## config.mk

```make
export PLATFORM = sky130hd
export DESIGN_NAME = usb_autodetect_ctrl
export DESIGN_NICKNAME = d
export VERILOG_FILES = /design/src/rtl/usb_autodetect_ctrl_pkg.sv /design/src/rtl/usb_autodetect_ctrl_speed_sync.sv /design/src/rtl/usb_autodetect_ctrl.sv
export SDC_FILE = /design/constraint.sdc
export NUM_CORES = 1
export LEC_CHECK = 0
export ABC_AREA = 0
export ABC_CLOCK_PERIOD_IN_PS = 5200
export BUFFER_PORTS_ARGS = -buffer_cell sky130_fd_sc_hd__buf_2
export CORE_MARGIN = 3
export CORE_UTILIZATION = 54
export DETAILED_ROUTE_END_ITERATION = 12
export PLACE_DENSITY = 0.82
export REMOVE_ABC_BUFFERS = 1
export SYNTH_ARGS = -nofsm -noshare
export SYNTH_HDL_FRONTEND = slang
export SYNTH_SLANG_ARGS = --single-unit
```

## constraint.sdc

```tcl
create_clock -name cwusb_clk -period 5.2 [get_ports cwusb_clk]
set_clock_uncertainty 0.2 [all_clocks]
set_input_delay 0.52 -clock cwusb_clk [delete_from_list [all_inputs] [get_ports cwusb_clk]]
set_output_delay 0.52 -clock cwusb_clk [all_outputs]
set_load 0.05 [all_outputs]
```

## src/rtl/usb_autodetect_ctrl_pkg.sv

```systemverilog
// Shared speed codes and sequencer state encoding for the USB speed autodetect controller.
package usb_autodetect_ctrl_pkg;

    localparam logic [1:0] USB_SPEED_AUTO = 2'd0;
    localparam logic [1:0] USB_SPEED_LS   = 2'd1;
    localparam logic [1:0] USB_SPEED_FS   = 2'd2;
    localparam logic [1:0] USB_SPEED_HS   = 2'd3;

    typedef enum logic [2:0] {
        StIdle,
        StRestart,
        StWait,
        StConfirm,
        StDone,
        StFail
    } state_e;

endpackage

```

## src/rtl/usb_autodetect_ctrl_speed_sync.sv

```systemverilog
// Two-flop synchronizer for the detector speed plus candidate capture and stability counting.
module usb_autodetect_ctrl_speed_sync
    import usb_autodetect_ctrl_pkg::*;
#(
    parameter int unsigned pSTABLE_CYCLES = 4
) (
    input  logic       cwusb_clk,
    input  logic       reset_i,
    input  logic [1:0] I_speed,
    input  logic       I_capture,
    input  logic       I_advance,
    output logic [1:0] O_sync_speed,
    output logic [1:0] O_candidate,
    output logic       O_match,
    output logic       O_stable
);

    localparam int unsigned CW = $clog2(pSTABLE_CYCLES + 1);
    localparam logic [CW-1:0] STABLE_LAST = CW'(pSTABLE_CYCLES - 1);

    logic [1:0]    r_meta;
    logic [1:0]    r_sync;
    logic [1:0]    r_candidate;
    logic [CW-1:0] r_count;

    always_ff @(posedge cwusb_clk or posedge reset_i) begin
        if (reset_i) begin
            r_meta      <= USB_SPEED_AUTO;
            r_sync      <= USB_SPEED_AUTO;
            r_candidate <= USB_SPEED_AUTO;
            r_count     <= '0;
        end else begin
            r_meta <= I_speed;
            r_sync <= r_meta;
            if (I_capture) begin
                r_candidate <= r_sync;
                r_count     <= CW'(1);
            end else if (I_advance) begin
                r_count <= r_count + CW'(1);
            end
        end
    end

    assign O_sync_speed = r_sync;
    assign O_candidate  = r_candidate;
    assign O_match      = (r_sync == r_candidate);
    // Stable when this matching cycle brings the run up to pSTABLE_CYCLES.
    assign O_stable     = O_match && (r_count >= STABLE_LAST);

endmodule

```

## src/rtl/usb_autodetect_ctrl.sv

```systemverilog
// Restart/confirm/retry sequencer around the usb_autodetect speed detector.
module usb_autodetect_ctrl
    import usb_autodetect_ctrl_pkg::*;
#(
    parameter int unsigned pCOUNTER_WIDTH  = 24,
    parameter int unsigned pTIMEOUT_WIDTH  = 32,
    parameter int unsigned pRESTART_CYCLES = 10,
    parameter int unsigned pSTABLE_CYCLES  = 4
) (
    input  logic                      cwusb_clk,
    input  logic                      reset_i,
    input  logic                      I_start,
    input  logic                      I_abort,
    input  logic [pCOUNTER_WIDTH-1:0] I_wait1,
    input  logic [pCOUNTER_WIDTH-1:0] I_wait2,
    input  logic [pTIMEOUT_WIDTH-1:0] I_timeout,
    input  logic [3:0]                I_max_attempts,
    input  logic [1:0]                I_speed,
    output logic                      O_restart,
    output logic [pCOUNTER_WIDTH-1:0] O_wait1,
    output logic [pCOUNTER_WIDTH-1:0] O_wait2,
    output logic                      O_busy,
    output logic                      O_done,
    output logic                      O_fail,
    output logic [1:0]                O_speed,
    output logic [3:0]                O_attempts
);

    localparam int unsigned RW = $clog2(pRESTART_CYCLES + 1);
    localparam logic [RW-1:0] RESTART_LAST = RW'(pRESTART_CYCLES - 1);

    state_e                    r_state;
    state_e                    w_state_next;
    logic [pCOUNTER_WIDTH-1:0] r_wait1;
    logic [pCOUNTER_WIDTH-1:0] r_wait2;
    logic [pTIMEOUT_WIDTH-1:0] r_timeout;
    logic [pTIMEOUT_WIDTH-1:0] r_tcnt;
    logic [3:0]                r_max;
    logic [3:0]                r_attempts;
    logic [RW-1:0]             r_rcnt;
    logic                      r_done;
    logic                      r_fail;
    logic [1:0]                r_speed;

    logic [1:0] w_sync;
    logic [1:0] w_candidate;
    logic       w_match;
    logic       w_stable;
    logic       w_capture;
    logic       w_advance;
    logic       w_launch;
    logic       w_retry;
    logic       w_accept;
    logic       w_give_up;
    logic       w_timeout_hit;
    logic [1:0] w_accept_speed;

    usb_autodetect_ctrl_speed_sync #(
        .pSTABLE_CYCLES (pSTABLE_CYCLES)
    ) u_speed_sync (
        .cwusb_clk    (cwusb_clk),
        .reset_i      (reset_i),
        .I_speed      (I_speed),
        .I_capture    (w_capture),
        .I_advance    (w_advance),
        .O_sync_speed (w_sync),
        .O_candidate  (w_candidate),
        .O_match      (w_match),
        .O_stable     (w_stable)
    );

    always_ff @(posedge cwusb_clk or posedge reset_i) begin
        if (reset_i) r_state <= StIdle;
        else         r_state <= w_state_next;
    end

    always_comb begin
        w_state_next   = r_state;
        w_capture      = 1'b0;
        w_advance      = 1'b0;
        w_launch       = 1'b0;
        w_retry        = 1'b0;
        w_accept       = 1'b0;
        w_give_up      = 1'b0;
        w_accept_speed = w_candidate;
        w_timeout_hit  = (r_timeout != '0) && (r_tcnt == r_timeout);
        if (I_abort) begin
            w_state_next = StIdle;
        end else begin
            unique case (r_state)
                StIdle, StDone, StFail: begin
                    if (I_start) begin
                        w_launch     = 1'b1;
                        w_state_next = StRestart;
                    end
                end
                StRestart: begin
                    if (r_rcnt == RESTART_LAST) w_state_next = StWait;
                end
                StWait: begin
                    if (w_sync != USB_SPEED_AUTO && pSTABLE_CYCLES == 1) begin
                        w_accept       = 1'b1;
                        w_accept_speed = w_sync;
                    end else if (w_timeout_hit) begin
                        w_retry   = (r_attempts < r_max);
                        w_give_up = !(r_attempts < r_max);
                    end else if (w_sync != USB_SPEED_AUTO) begin
                        w_capture    = 1'b1;
                        w_state_next = StConfirm;
                    end
                end
                StConfirm: begin
                    // A completed stability run beats a timeout on the same cycle.
                    if (w_stable) begin
                        w_accept = 1'b1;
                    end else if (w_timeout_hit) begin
                        w_retry   = (r_attempts < r_max);
                        w_give_up = !(r_attempts < r_max);
                    end else if (!w_match) begin
                        w_state_next = StWait;
                    end else begin
                        w_advance = 1'b1;
                    end
                end
                default: w_state_next = StIdle;
            endcase
            if (w_accept)  w_state_next = StDone;
            if (w_retry)   w_state_next = StRestart;
            if (w_give_up) w_state_next = StFail;
        end
    end

    always_ff @(posedge cwusb_clk or posedge reset_i) begin
        if (reset_i) begin
            r_wait1    <= '0;
            r_wait2    <= '0;
            r_timeout  <= '0;
            r_max      <= 4'd1;
            r_attempts <= 4'd0;
            r_rcnt     <= '0;
            r_tcnt     <= '0;
            r_done     <= 1'b0;
            r_fail     <= 1'b0;
            r_speed    <= USB_SPEED_AUTO;
        end else begin
            if (I_abort) begin
                r_done  <= 1'b0;
                r_fail  <= 1'b0;
                r_speed <= USB_SPEED_AUTO;
            end else begin
                if (w_launch) begin
                    r_wait1    <= I_wait1;
                    r_wait2    <= I_wait2;
                    r_timeout  <= I_timeout;
                    r_max      <= (I_max_attempts == 4'd0) ? 4'd1 : I_max_attempts;
                    r_attempts <= 4'd1;
                    r_done     <= 1'b0;
                    r_fail     <= 1'b0;
                    r_speed    <= USB_SPEED_AUTO;
                end
                if (w_retry) r_attempts <= r_attempts + 4'd1;
                if (w_accept) begin
                    r_done  <= 1'b1;
                    r_speed <= w_accept_speed;
                end
                if (w_give_up) begin
                    r_fail  <= 1'b1;
                    r_speed <= USB_SPEED_AUTO;
                end
            end
            r_rcnt <= (r_state == StRestart && w_state_next == StRestart) ?
                      r_rcnt + RW'(1) : '0;
            if (r_state == StRestart) begin
                r_tcnt <= '0;
            end else if ((r_state == StWait || r_state == StConfirm) && r_tcnt != '1) begin
                r_tcnt <= r_tcnt + pTIMEOUT_WIDTH'(1);
            end
        end
    end

    assign O_restart  = (r_state == StRestart);
    assign O_busy     = (r_state == StRestart) || (r_state == StWait) || (r_state == StConfirm);
    assign O_wait1    = r_wait1;
    assign O_wait2    = r_wait2;
    assign O_done     = r_done;
    assign O_fail     = r_fail;
    assign O_speed    = r_speed;
    assign O_attempts = r_attempts;

endmodule

```

==> key figures <==
Outcome
  • Status: completed

Synth
  • Yosys reg bits: 140
  • Largest cells by area after synthesis: dfrtp_1 52%, mux2_2 14%, xor2_1 4.8%
  • Register area share after synthesis: 52.8%
  • Most used DFF post-synth: dfrtp_1
  • Yosys warnings: 0
  • Synth cell count leaders: 139 x dfrtp_1, 81 x mux2_2, 36 x xor2_1, 35 x nor2_1, 34 x nand2_1
  • Async SR Flop Fraction: 100%
  • Xor and xnor area share after synthesis: 7.13%
  • Post-synth EDFFs: 0
  • Post-Synth Adder-Cell Area: 1.70%
  • Area share of the largest cell type after synthesis: 52.4%
  • Post-Synth Simple-Gate Area: 14.6%
  • Top cell type by total area after synthesis: dfrtp_1
  • Compound-Gate Fraction of Synth Area: 5.96%
  • Post-synth design cell area: 0.00663 mm²
  • Most frequent cell after synthesis: dfrtp_1
  • Mux contribution to synthesized area: 15.3%
  • Cells after synthesis: 567
  • Syn_area_per_cell: 11.7 µm²
  • Main combinational cell family by area after synthesis: multiplexers
  • Yosys cell types: 52

Place
  • Routability cong.: 0.912
  • Area after DPL: 0.00746 mm²
  • Post-DP HPWL: 10.7 mm
  • Port Buffers: 147
  • Inst Count DP: 833
  • DP Worst Slack: 2.30 ns

Setup path
  • Worst Path Buf+Inv: 3
  • Worst Path Max Fanout: 24
  • Max incr delay on CP: 0.67 ns
  • Critical Path RT: 4.48 ns
  • Data arrival time of the critical path: 2.57 ns
  • Crit Path Class: register to output port
  • Startpoint types: register
  • Slowest-stage cell, CP: inv_1
  • Delay-heaviest family, CP: buffers and inverters
  • Worst path most repeated cell: inv_1
  • Crit-path cells: inv_1 -> nand2_1 -> or2_2 -> inv_1 -> buf_2
  • Crit. End Element: output port

Drt
  • Via count: 4990
  • Drt drc: 0
  • 1st-iter DRT viols: 363
  • Drt wl/cell: 17.2 µm
  • ANT nets after route: 0
  • DRT Pass-1 Iters: 5
  • Routed vias/inst: 5.76
  • Routed WL: 14.9 mm

STA
  • Slew Limit Fails: 0
  • Worst Max-Slew Pin Slew: 1.12 ns
  • Max Clk Rate: 304 MHz
  • Slew margin rel.: 25.1%
  • RSZ-0062 raised after global routing: no
  • Final period util: 63.2%
  • Minimum clock period: 3.29 ns
  • Worst hold slack: 0.0288 ns
  • Endpoints failing setup: 0
  • Final hold vios: 0
  • Setup ws final: 1.91 ns

GRT
  • GR Overflow Total: 0
  • Vias in the first global route: 5179
  • Initial antenna violation count: 0
  • First-pass GRT wire length: 24.7 mm
  • Total global-route track usage: 23.3%
  • Pin count of the biggest net entering global routing: 91

Floorplan
  • Core Rows: 39
  • I/O pin cnt: 148
  • Die area: 0.0137 mm²
  • Initial Utilization: 56.6%
  • Die height: 117 µm
  • Core ar.: 0.0117 mm²
  • Die width: 117 µm

Clock network
  • Postcts setup bufs: 0
  • CTS Buf Count: 17
  • H-tree levels: 4
  • Clk Latency, worst-skew pair: 0.42 ns
  • Clock Path Buffers: 2
  • Clk sink count: 140
  • Clk root buf: clkbuf_16
  • Worst-path clk slew: 0.06 ns
  • CTS tree: yes

Final layout
  • Finished Layout Cells: 866
  • Share of cells above drive strength 1: 38.9%
  • Antenna diode count: 0
  • Filler cells: 857
  • Area Growth Syn to Fin: 21.3%
  • Fin nets: 809
  • Multi-input gate area: 0.00297 mm²
  • Reg area: 0.00350 mm²
  • Post-route cell area: 0.00804 mm²

Power
  • Max rail drop VDD: 0.000287 V
  • Pwr per Cell Area: 389 mW/mm²
  • Leakage dissipation: 3.75 nW

Run
  • Max-cap violations: 0

Worst hold path
  • Worst min-delay path class: primary input to register
==> kinds of logic after synthesis <==
logic type      Yosys count
buf+inv                  37
flops                   140
fa+ha+maj                 9
xor+xnor                 54
compound gates           59
simple gates            178
mux                      90
==> final timing paths <==
kind	startpoint	to	slack, ns	cells past startpoint
hold / removal	I_speed[1]	u_speed_sync.r_meta[1]$_DFF_PP0_	0.03	1
hold reg to reg	u_speed_sync.r_meta[1]$_DFF_PP0_	u_speed_sync.O_sync_speed[1]$_DFF_PP0_	0.15	0
max in group asynchronous	reset_i	u_speed_sync.r_meta[1]$_DFF_PP0_	3.57	3
setup reg to reg	r_tcnt[12]$_DFFE_PP0P_	r_tcnt[31]$_DFFE_PP0P_	2.32	6
min in group asynchronous	reset_i	O_wait2[13]$_DFFE_PP0P_	0.07	2
setup / recovery	r_state[2]$_DFF_PP0_	O_restart	1.91	5
==> routing by layer <==
metal  global-route usage [%]  wire (µm)
met5                        0          0
met4                     9.48        350
met3                     6.84       1090
met2                     38.8       7470
met1                     28.4       6020
==> where the power goes <==
| group | internal [mW] | switching (mW) | leakage [nW] |
|---|---|---|---|
| sequential | 1.22 | 0.0984 | 1.75 |
| combinational | 0.210 | 0.434 | 1.72 |
| clock | 0.703 | 0.461 | 0.279 |
| total | 2.13 | 0.993 | 3.75 |
==> through the flow <==
step / utilization, % / total power [mW] / TNS (ns)
finish: 68.7 / 3.13 / 0
global route: 68.7 / 3.26 / 0
CTS: 68.7 / 3.16 / 0
detailed placement: 63.7 / 1.98 / 0
global placement: 63.7 / 1.96 / 0
floorplan: - / 1.79 / -5.89
==> final cells by class <==
class                      instances  area share [%]
sequential                       140            43.6
tap                              143            2.22
clock inverter                    15            1.84
multi-input combinational        390            36.9
clock buffer                      17            5.29
timing repair buffer             150            9.61
inverter                          11           0.576
==> layout by cell type (no fill, tap or decap), types with 10 or more instances in the layout <==
| master | count |
|---|---|
| nor2_1 | 34 |
| buf_2 | 147 |
| mux2_2 | 81 |
| inv_1 | 10 |
| nand3_1 | 14 |
| a21oi_1 | 24 |
| nor4_1 | 23 |
| nand4_1 | 16 |
| xor2_1 | 36 |
| nand2_1 | 34 |
| xnor2_1 | 18 |
| clkbuf_16 | 17 |
| o21ai_0 | 10 |
| dfrtp_1 | 139 |
==> timing repair <==
action / CTS / global route
hold endpoints to repair: 1 / 0
resized for setup: 0 / 0
hold buffers: 1 / 0
==> state kept, by name, summed over array words and instances, names as in the netlist <==
| register | flops |
|---|---|
| O_speed | 2 |
| O_fail | 1 |
| u_speed_sync.r_count | 3 |
| u_speed_sync.O_sync_speed | 2 |
| r_timeout | 32 |
| u_speed_sync.O_candidate | 2 |
| O_done | 1 |
| O_attempts | 4 |
| r_tcnt | 32 |
| O_wait1 | 24 |
| u_speed_sync.r_meta | 2 |
| r_state | 3 |
| O_wait2 | 24 |
| r_max | 4 |
| r_rcnt | 4 |
Note: power is estimated with default switching activity, not from simulation.
